[config.mk]
export PLATFORM = sky130hd
export DESIGN_NAME = midi_event_encoder
export DESIGN_NICKNAME = d
export VERILOG_FILES = /design/src/rtl/midi_event_encoder.sv
export SDC_FILE = /design/constraint.sdc
export NUM_CORES = 1
export LEC_CHECK = 0
export CORE_MARGIN = 2
export CORE_UTILIZATION = 33
export DETAILED_ROUTE_END_ITERATION = 10
export GPL_ROUTABILITY_DRIVEN = 1
export GPL_TIMING_DRIVEN = 0
export SKIP_CTS_REPAIR_TIMING = 1
export SLEW_MARGIN = 25
export SYNTH_ARGS = -nofsm -noshare
export SYNTH_HDL_FRONTEND = slang
export SYNTH_SLANG_ARGS = --single-unit
[constraint.sdc]
create_clock -name clk -period 2.5 [get_ports clk]
set_clock_uncertainty 0.2 [all_clocks]
set_input_delay 0.5 -clock clk [delete_from_list [all_inputs] [get_ports clk]]
set_output_delay 0.5 -clock clk [all_outputs]
set_load 0.01 [all_outputs]
[src/rtl/midi_event_encoder.sv]
// MIDI event encoder: serialises framed MIDI events into a byte stream for a
// simpleuart-style transmit port, with running-status compression and refresh.
module midi_event_encoder #(
  parameter bit RUNNING_STATUS    = 1'b1,
  parameter int RS_REFRESH_EVENTS = 16
) (
  input  logic       clk,
  input  logic       resetn,
  input  logic       event_valid,
  output logic       event_ready,
  input  logic [7:0] event_command,
  input  logic [7:0] event_param_1,
  input  logic [7:0] event_param_2,
  output logic [7:0] tx_data,
  output logic       tx_we,
  input  logic       tx_wait,
  output logic       busy,
  output logic       event_dropped
);

  typedef enum logic [1:0] {IDLE, SEND_STATUS, SEND_P1, SEND_P2} state_t;

  localparam int CW = (RS_REFRESH_EVENTS > 1) ? $clog2(RS_REFRESH_EVENTS) : 1;
  localparam logic [CW-1:0] CNT_LAST = CW'(RS_REFRESH_EVENTS - 1);

  state_t        state, next_state;
  logic [7:0]    cmd_q;
  logic [6:0]    p1_q, p2_q;
  logic [1:0]    nbytes_q;
  logic          rs_valid;
  logic [7:0]    rs_cmd;
  logic [CW-1:0] rs_cnt;
  logic [7:0]    tx_data_next;
  logic [7:0]    cmd_src;
  logic [6:0]    p1_src, p2_src;
  logic [1:0]    nbytes_in;
  logic          accept, accept_ok, is_channel, force_refresh, skip_status;

  // Data bit 7 of each parameter is discarded by definition of MIDI data bytes.
  logic unused_param_msbs;
  assign unused_param_msbs = event_param_1[7] ^ event_param_2[7];

  function automatic logic [1:0] data_count(input logic [7:0] cmd);
    logic [1:0] n;
    n = 2'd0;
    case (cmd[7:4])
      4'h8, 4'h9, 4'hA, 4'hB, 4'hE: n = 2'd2;
      4'hC, 4'hD:                   n = 2'd1;
      4'hF: begin
        if (cmd == 8'hF2)                        n = 2'd2;
        else if (cmd == 8'hF1 || cmd == 8'hF3)   n = 2'd1;
        else                                     n = 2'd0;
      end
      default: n = 2'd0;
    endcase
    return n;
  endfunction

  assign event_ready   = (state == IDLE) && resetn;
  assign busy          = (state != IDLE);
  assign tx_we         = (state != IDLE);
  assign accept        = event_valid && event_ready;
  assign accept_ok     = accept && event_command[7];
  assign is_channel    = event_command[7] && (event_command[7:4] != 4'hF);
  assign force_refresh = (RS_REFRESH_EVENTS != 0) && (rs_cnt == CNT_LAST);
  assign skip_status   = RUNNING_STATUS && rs_valid && is_channel &&
                         (event_command == rs_cmd) && !force_refresh;
  assign nbytes_in     = data_count(event_command);

  // While idle the byte for the next state comes straight from the offered event.
  assign cmd_src = (state == IDLE) ? event_command      : cmd_q;
  assign p1_src  = (state == IDLE) ? event_param_1[6:0] : p1_q;
  assign p2_src  = (state == IDLE) ? event_param_2[6:0] : p2_q;

  always_ff @(posedge clk) begin
    if (!resetn) state <= IDLE;
    else         state <= next_state;
  end

  always_comb begin
    next_state = state;
    case (state)
      IDLE:        if (accept_ok) next_state = skip_status ? SEND_P1 : SEND_STATUS;
      SEND_STATUS: if (!tx_wait)  next_state = (nbytes_q != 2'd0) ? SEND_P1 : IDLE;
      SEND_P1:     if (!tx_wait)  next_state = (nbytes_q == 2'd2) ? SEND_P2 : IDLE;
      SEND_P2:     if (!tx_wait)  next_state = IDLE;
      default:                    next_state = IDLE;
    endcase
  end

  always_comb begin
    tx_data_next = tx_data;
    case (next_state)
      SEND_STATUS: tx_data_next = cmd_src;
      SEND_P1:     tx_data_next = {1'b0, p1_src};
      SEND_P2:     tx_data_next = {1'b0, p2_src};
      default:     tx_data_next = tx_data;
    endcase
  end

  always_ff @(posedge clk) begin
    if (!resetn) begin
      tx_data       <= 8'h00;
      event_dropped <= 1'b0;
      cmd_q         <= 8'h00;
      p1_q          <= 7'h00;
      p2_q          <= 7'h00;
      nbytes_q      <= 2'd0;
      rs_valid      <= 1'b0;
      rs_cmd        <= 8'h00;
      rs_cnt        <= '0;
    end else begin
      tx_data       <= tx_data_next;
      event_dropped <= accept && !event_command[7];
      if (accept_ok) begin
        cmd_q    <= event_command;
        p1_q     <= event_param_1[6:0];
        p2_q     <= event_param_2[6:0];
        nbytes_q <= nbytes_in;
        // Realtime bytes leave running status untouched; system common cancels it.
        if (event_command[7:3] == 5'b11111) begin
          rs_valid <= rs_valid;
        end else if (event_command[7:4] == 4'hF) begin
          rs_valid <= 1'b0;
        end else if (skip_status) begin
          rs_cnt <= rs_cnt + 1'b1;
        end else begin
          rs_valid <= 1'b1;
          rs_cmd   <= event_command;
          rs_cnt   <= '0;
        end
      end
    end
  end

endmodule

After elaboration in Yosys (flattened, before gate mapping) --
Index checks and enable logic that the tools add are counted.
Storage, ports and cells: bits in registers 48, bits of input ports 28, logic and storage cells 75
Operators by class: add/sub/neg operators 1, equality and inequality tests 23, mux-type cells 18, bitwise logic cells 3, reduce and logical (&&, ||, !) cells 20
Operators by type and width (count):
- $eq A4 B4 Y1 const B | 9
- $eq A8 B8 Y1 const B | 3
- $pmux W8 S3 | 1
- $mux W2 | 8
- $mux W7 | 2
- $eq A2 B2 Y1 const B | 5
- $eq A8 B8 Y1 | 1
- $logic_and A1 B1 Y1 | 8
- $mux W8 | 1
- $pmux W2 S4 | 1
- $pmux W2 S3 | 1
- $reduce_and A3 Y1 | 2
- $eq A5 B5 Y1 const B | 1
- $reduce_or A5 Y1 | 1
- $add A4 B1 Y4 const B | 1
- $eq A2 B1 Y1 const B | 2
- $mux W4 | 1
- $ne A4 B4 Y1 const B | 1
- $reduce_and A4 Y1 | 1
- $reduce_bool A2 Y1 | 2
- $mux W1 | 3
- $not A1 Y1 | 3
- $reduce_bool A3 Y1 | 1
- $logic_not A1 Y1 | 2
- 4 further kinds | 4

Logic depth before layout (Yosys ltp) --
Gate-level depths: netlist of run 1.
word-level depth 10, mapped depth 7

Least setup slack after synthesis of run 1 --
Ideal clock, no wire load.
path kind input port to flip-flop, start point input event_command[6], end point register rs_cmd[4], library setup time 0.119 ns, data arrival time 1.739 ns, data required time 2.181 ns, path slack 0.443 ns, stages 7, path buffers 2, path through clkbuf_1 > xnor2_1 > nand4_1 > nor3_2 > clkbuf_1 > nor2_1 > o221a_2
On the way: word-level cells in the longest chain between the ends 7, elaborated cells on any way between the ends 12, those cells by class 4 x eq/ne; 3 x bitwise; 5 x reduce/logical
RTL lines:
- start: declaration | line 11 | input logic [7:0] event_command,
- $ne A4 B4 Y1 | line 64 | assign is_channel = event_command[7] && (event_command[7:4] != 4'hF);
- $logic_and A1 B1 Y1 | line 64
- $logic_and A1 B1 Y1 (2 in series) | line 66 | assign skip_status = RUNNING_STATUS && rs_valid && is_channel &&
- $logic_and A1 B1 Y1 | line 67 | (event_command == rs_cmd) && !force_refresh;
- $not A1 Y1 (no source line)
- $reduce_and A4 Y1 (no source line) (*)
- end signal: assignment | line 129 | rs_cmd <= event_command;
- end: declaration | line 31 | logic [7:0] rs_cmd;
Every way passes the cells marked *; elsewhere a longest branch is shown, timed or not. A chain may end at the register's enable or synchronous reset.

Final worst setup path of run 1 --
start point register state[1], end point output busy
On the way: word-level cells in the longest chain between the ends 1
RTL lines:
- start: declaration | line 26 | state_t state, next_state;
- start signal: assignment | line 77 | else state <= next_state;
- $reduce_bool A2 Y1 | line 60 | assign busy = (state != IDLE);
- end: declaration | line 17 | output logic busy,
No other way between the ends.

==> impl_metrics.toml, run 1 <==
[run_status]
status = "finished, final reports clean"

[synthesis]
syn_nets = 313
synthArstFlopShare = 0
postSynthRegisterBits = 48
ys_seq_area_frac = 0.4027
synth-compound-area-share = 0.2276
synth_enable_flop_cells = 0
synth_adder_area_share = 0.005244
synth-warning-count = 0
synth-main-ff-cell = "sky130_fd_sc_hd__dfxtp_1"
synth_simple_gate_area_share = 0.2334
syn-instance-count = 284
synth_top_family_by_area = "simple AND/OR/NAND/NOR gates"
yosys-mux-area-fraction = 0.05663
synth_cell_type_count = 44
synth_xor_xnor_area_share = 0.02569
syn_avg_cell_area_sq_um = 8.402
synthesis.area_sq_um = 2386

[cts]
clk_path_buf_depth = 2
cts_tree = "yes"
cts.root.buffer_cell = "sky130_fd_sc_hd__clkbuf_8"
ctsHtreeMaxLevel = 2
clkLatencyLatePin_ns = 0.30
clkSlewWorstSetupHoldPaths_ns = 0.09
cts_num_sinks = 48
cts_made_buffers = 5

[pwr]
p_per_area_nw_per_um2 = 515.6
vdd.ir_drop.worst_mv = 0.2022
leakage_nw = 1.069

[hold_path]
min-delay-path-class = "reg2reg"

[cells_and_area]
syn_to_final_growth_pct = 27.01
final.fill_count = 712
fin_area_sq_um = 3030
post_route_cells_drive_above_1_share = 0.1446
fin_cells = 428
insertedDiodeCount = 0
nets = 361

[detailed_routing]
vias = 2235
drt.antenna.violating_nets = 0
drt_drc_violations_left = 0
finalWirelength_mm = 6.555
met2_wirelength_mm = 3.009
detail_route.vias_per_cell = 5.222
routed-wl-met3_um = 388
m1WireLength_mm = 3.081
maxUsedRoutingLayer = "met4"
wire_per_inst_um = 15.32
drtPass1Iterations = 6
drtIter0Drc = 167

[die]
core_sq_um = 6907
floorplan.die_area_sq_um = 7926
floorplan.io_pins = 40
die_width_um = 89.03
core.rowCount = 30
chipHeight_um = 89.03
initial_core_util = 0.3455

[timing]
achievable-frequency_mhz = 411.6
max_slew_margin = 0.6103
fin_hold_ws_ns = 0.2556
final_setup_violation_count = 0
period_share = 0.9718
period_minus_slack_ns = 2.430
post_route_setup_tns_ns = 0
report.final.slew_viol_count = 0
worst_tran_pin_value_ns = 0.5846
finalHoldViolations = 0

[placement]
dp_cells = 416
port_buffers = 36
hpwlAfterDp_mm = 4.708
placement.cell_area_sq_um = 2867
gp_congestion = 0.8758

[critical_path]
timing_worst_setup_path_type = "reg2out"
critical_path.cell_chain = "buf_4 -> nor2_4 -> buf_8 -> inv_1 -> clkdlybuf4s50_1"
cpPeakStageDelay_ns = 0.48
highest_fanout_seen_on_the_critical_path = 10
crit_buf_inv = 4
critical_path.top_delay_family = "buffers and inverters"
worst_ep_required_time_ns = 1.80
arrival_time_at_the_worst_endpoint_ns = 1.73
cp-start-kind = "register"
slowest_stage = "sky130_fd_sc_hd__clkdlybuf4s50_1"
crit_path_end_kind = "primary output"

[global_routing]
grt_start_max_net_pins = 14
grt_first_pass_wirelength_mm = 10.62
overflow = 0
grt.total_usage = 0.1751
grt_antenna_before_repair = 0
first_global_vias = 2098

[run]
timing.max_cap.violations = 0
## worst paths after layout
path	start	endpoint	slack, ns	cells after the start
hold reg to reg	p1_q[6]$_SDFFE_PN0N_	p1_q[6]$_SDFFE_PN0N_	0.26	2
setup reg to reg	state[1]$_SDFF_PN0_	nbytes_q[0]$_SDFFE_PN0N_	0.33	7
hold / removal	p1_q[6]$_SDFFE_PN0N_	p1_q[6]$_SDFFE_PN0N_	0.26	2
setup / recovery	state[1]$_SDFF_PN0_	busy	0.07	5
## where the power goes
part           switching, mW  total, mW  internal (mW)
registers             0.0193      0.814          0.795
logic                  0.119      0.246          0.127
clock network          0.255      0.502          0.247
## cells in the final DEF, fill, tap and decap left out, types with 2 or more instances in the layout
master                            instances
sky130_fd_sc_hd__nand3b_1                12
sky130_fd_sc_hd__clkbuf_1                10
sky130_fd_sc_hd__o21ai_0                 15
sky130_fd_sc_hd__nand3_1                  5
sky130_fd_sc_hd__nor2_1                  13
sky130_fd_sc_hd__o221a_2                  2
sky130_fd_sc_hd__mux2_2                  12
sky130_fd_sc_hd__nor3_1                   4
sky130_fd_sc_hd__dfxtp_1                 47
sky130_fd_sc_hd__buf_2                    4
sky130_fd_sc_hd__nand4_1                  4
sky130_fd_sc_hd__clkdlybuf4s50_1         34
sky130_fd_sc_hd__o2111ai_1                7
sky130_fd_sc_hd__a2bb2oi_1                7
sky130_fd_sc_hd__clkbuf_8                 7
sky130_fd_sc_hd__or3_1                    2
sky130_fd_sc_hd__buf_4                   10
sky130_fd_sc_hd__o21a_1                   3
sky130_fd_sc_hd__inv_1                    4
sky130_fd_sc_hd__nor4bb_1                 2
sky130_fd_sc_hd__xnor2_1                  7
sky130_fd_sc_hd__nand2_1                 48
sky130_fd_sc_hd__a31oi_1                  7
sky130_fd_sc_hd__o21ai_1                  3
sky130_fd_sc_hd__a21oi_1                 33
sky130_fd_sc_hd__and2_1                   4
sky130_fd_sc_hd__clkbuf_2                 2
## cells by family after synthesis
kind of cell | count (synthesis)
compound gates | 84
xor+xnor | 7
fa+ha+maj | 1
buf+inv | 26
flops | 48
mux | 12
simple gates | 106
## area by class of cell
cell class,instances,area [sq um],share of cell area
Buffer,21,112.6,0.03716
Timing Repair Buffer,41,397.9,0.1313
Clock buffer,7,96.34,0.03179
Tap cell,96,120.1,0.03964
Multi-Input combinational cell,210,1323,0.4364
Inverter,5,18.77,0.006193
Sequential cell,48,962.2,0.3175
## state kept, by name, summed over array words and instances (netlist names)
register       cells
rs_cmd             8
tx_data            8
cmd_q              8
state              2
rs_valid           1
event_dropped      1
rs_cnt             4
p1_q               7
nbytes_q           2
p2_q               7
## through the flow
step	util	setup slack [ns]	power (mW)
finish	0.4388	0.07050	1.562
global route	0.4388	-0.005534	1.634
CTS	0.4290	-0.4852	1.561
detailed placement	0.4150	-0.3178	1.068
global placement	0.4150	-0.3428	1.066
floorplan	-	0.4425	0.9542
## cells in the mapped netlist, types with 2 or more instances
| library cell | count | share of area |
|---|---|---|
| sky130_fd_sc_hd__dfxtp_1 | 48 | 0.40 |
| sky130_fd_sc_hd__and2_1 | 4 | 0.010 |
| sky130_fd_sc_hd__clkbuf_1 | 12 | 0.019 |
| sky130_fd_sc_hd__xnor2_1 | 7 | 0.026 |
| sky130_fd_sc_hd__o21a_1 | 3 | 0.0094 |
| sky130_fd_sc_hd__nor4bb_1 | 2 | 0.0084 |
| sky130_fd_sc_hd__nand2_1 | 48 | 0.076 |
| sky130_fd_sc_hd__o221a_2 | 2 | 0.0094 |
| sky130_fd_sc_hd__mux2_2 | 12 | 0.057 |
| sky130_fd_sc_hd__inv_1 | 4 | 0.0063 |
| sky130_fd_sc_hd__nor3_1 | 4 | 0.0084 |
| sky130_fd_sc_hd__nand3b_1 | 12 | 0.038 |
| sky130_fd_sc_hd__buf_4 | 3 | 0.0094 |
| sky130_fd_sc_hd__a31oi_1 | 7 | 0.018 |
| sky130_fd_sc_hd__a2bb2oi_1 | 7 | 0.026 |
| sky130_fd_sc_hd__or3_1 | 2 | 0.0052 |
| sky130_fd_sc_hd__nand3_1 | 5 | 0.010 |
| sky130_fd_sc_hd__a21oi_1 | 33 | 0.069 |
| sky130_fd_sc_hd__o21ai_0 | 15 | 0.031 |
| sky130_fd_sc_hd__o2111ai_1 | 7 | 0.026 |
| sky130_fd_sc_hd__buf_2 | 6 | 0.013 |
| sky130_fd_sc_hd__o21ai_1 | 3 | 0.0063 |
| sky130_fd_sc_hd__nor2_1 | 14 | 0.022 |
| sky130_fd_sc_hd__nand4_1 | 4 | 0.010 |
## worst min-delay path, stage by stage (launching register included)
cell                      delay [ns]
sky130_fd_sc_hd__dfxtp_1        0.31
sky130_fd_sc_hd__nand2_1        0.05
sky130_fd_sc_hd__a21oi_1        0.05
## routing by layer
metal | vias up | GRT usage
li1 | 1118 | -
met1 | 1053 | 0.2499
met2 | 58 | 0.2720
met3 | 6 | 0.03139
met4 | 0 | 0.05020
met5 | - | 0
(Power assumes the default switching activity.)
==> run 2: changes to the inputs <==
--- a/config.mk
+++ b/config.mk
@@ -5,6 +5,7 @@
 export SDC_FILE = /design/constraint.sdc
 export NUM_CORES = 1
 export LEC_CHECK = 0
+export CAP_MARGIN = 0
 export CORE_MARGIN = 2
 export CORE_UTILIZATION = 33
 export DETAILED_ROUTE_END_ITERATION = 10
==> results of run 2 <==
Same layout as run 1: the final DEF is identical, and so are final timing and power.
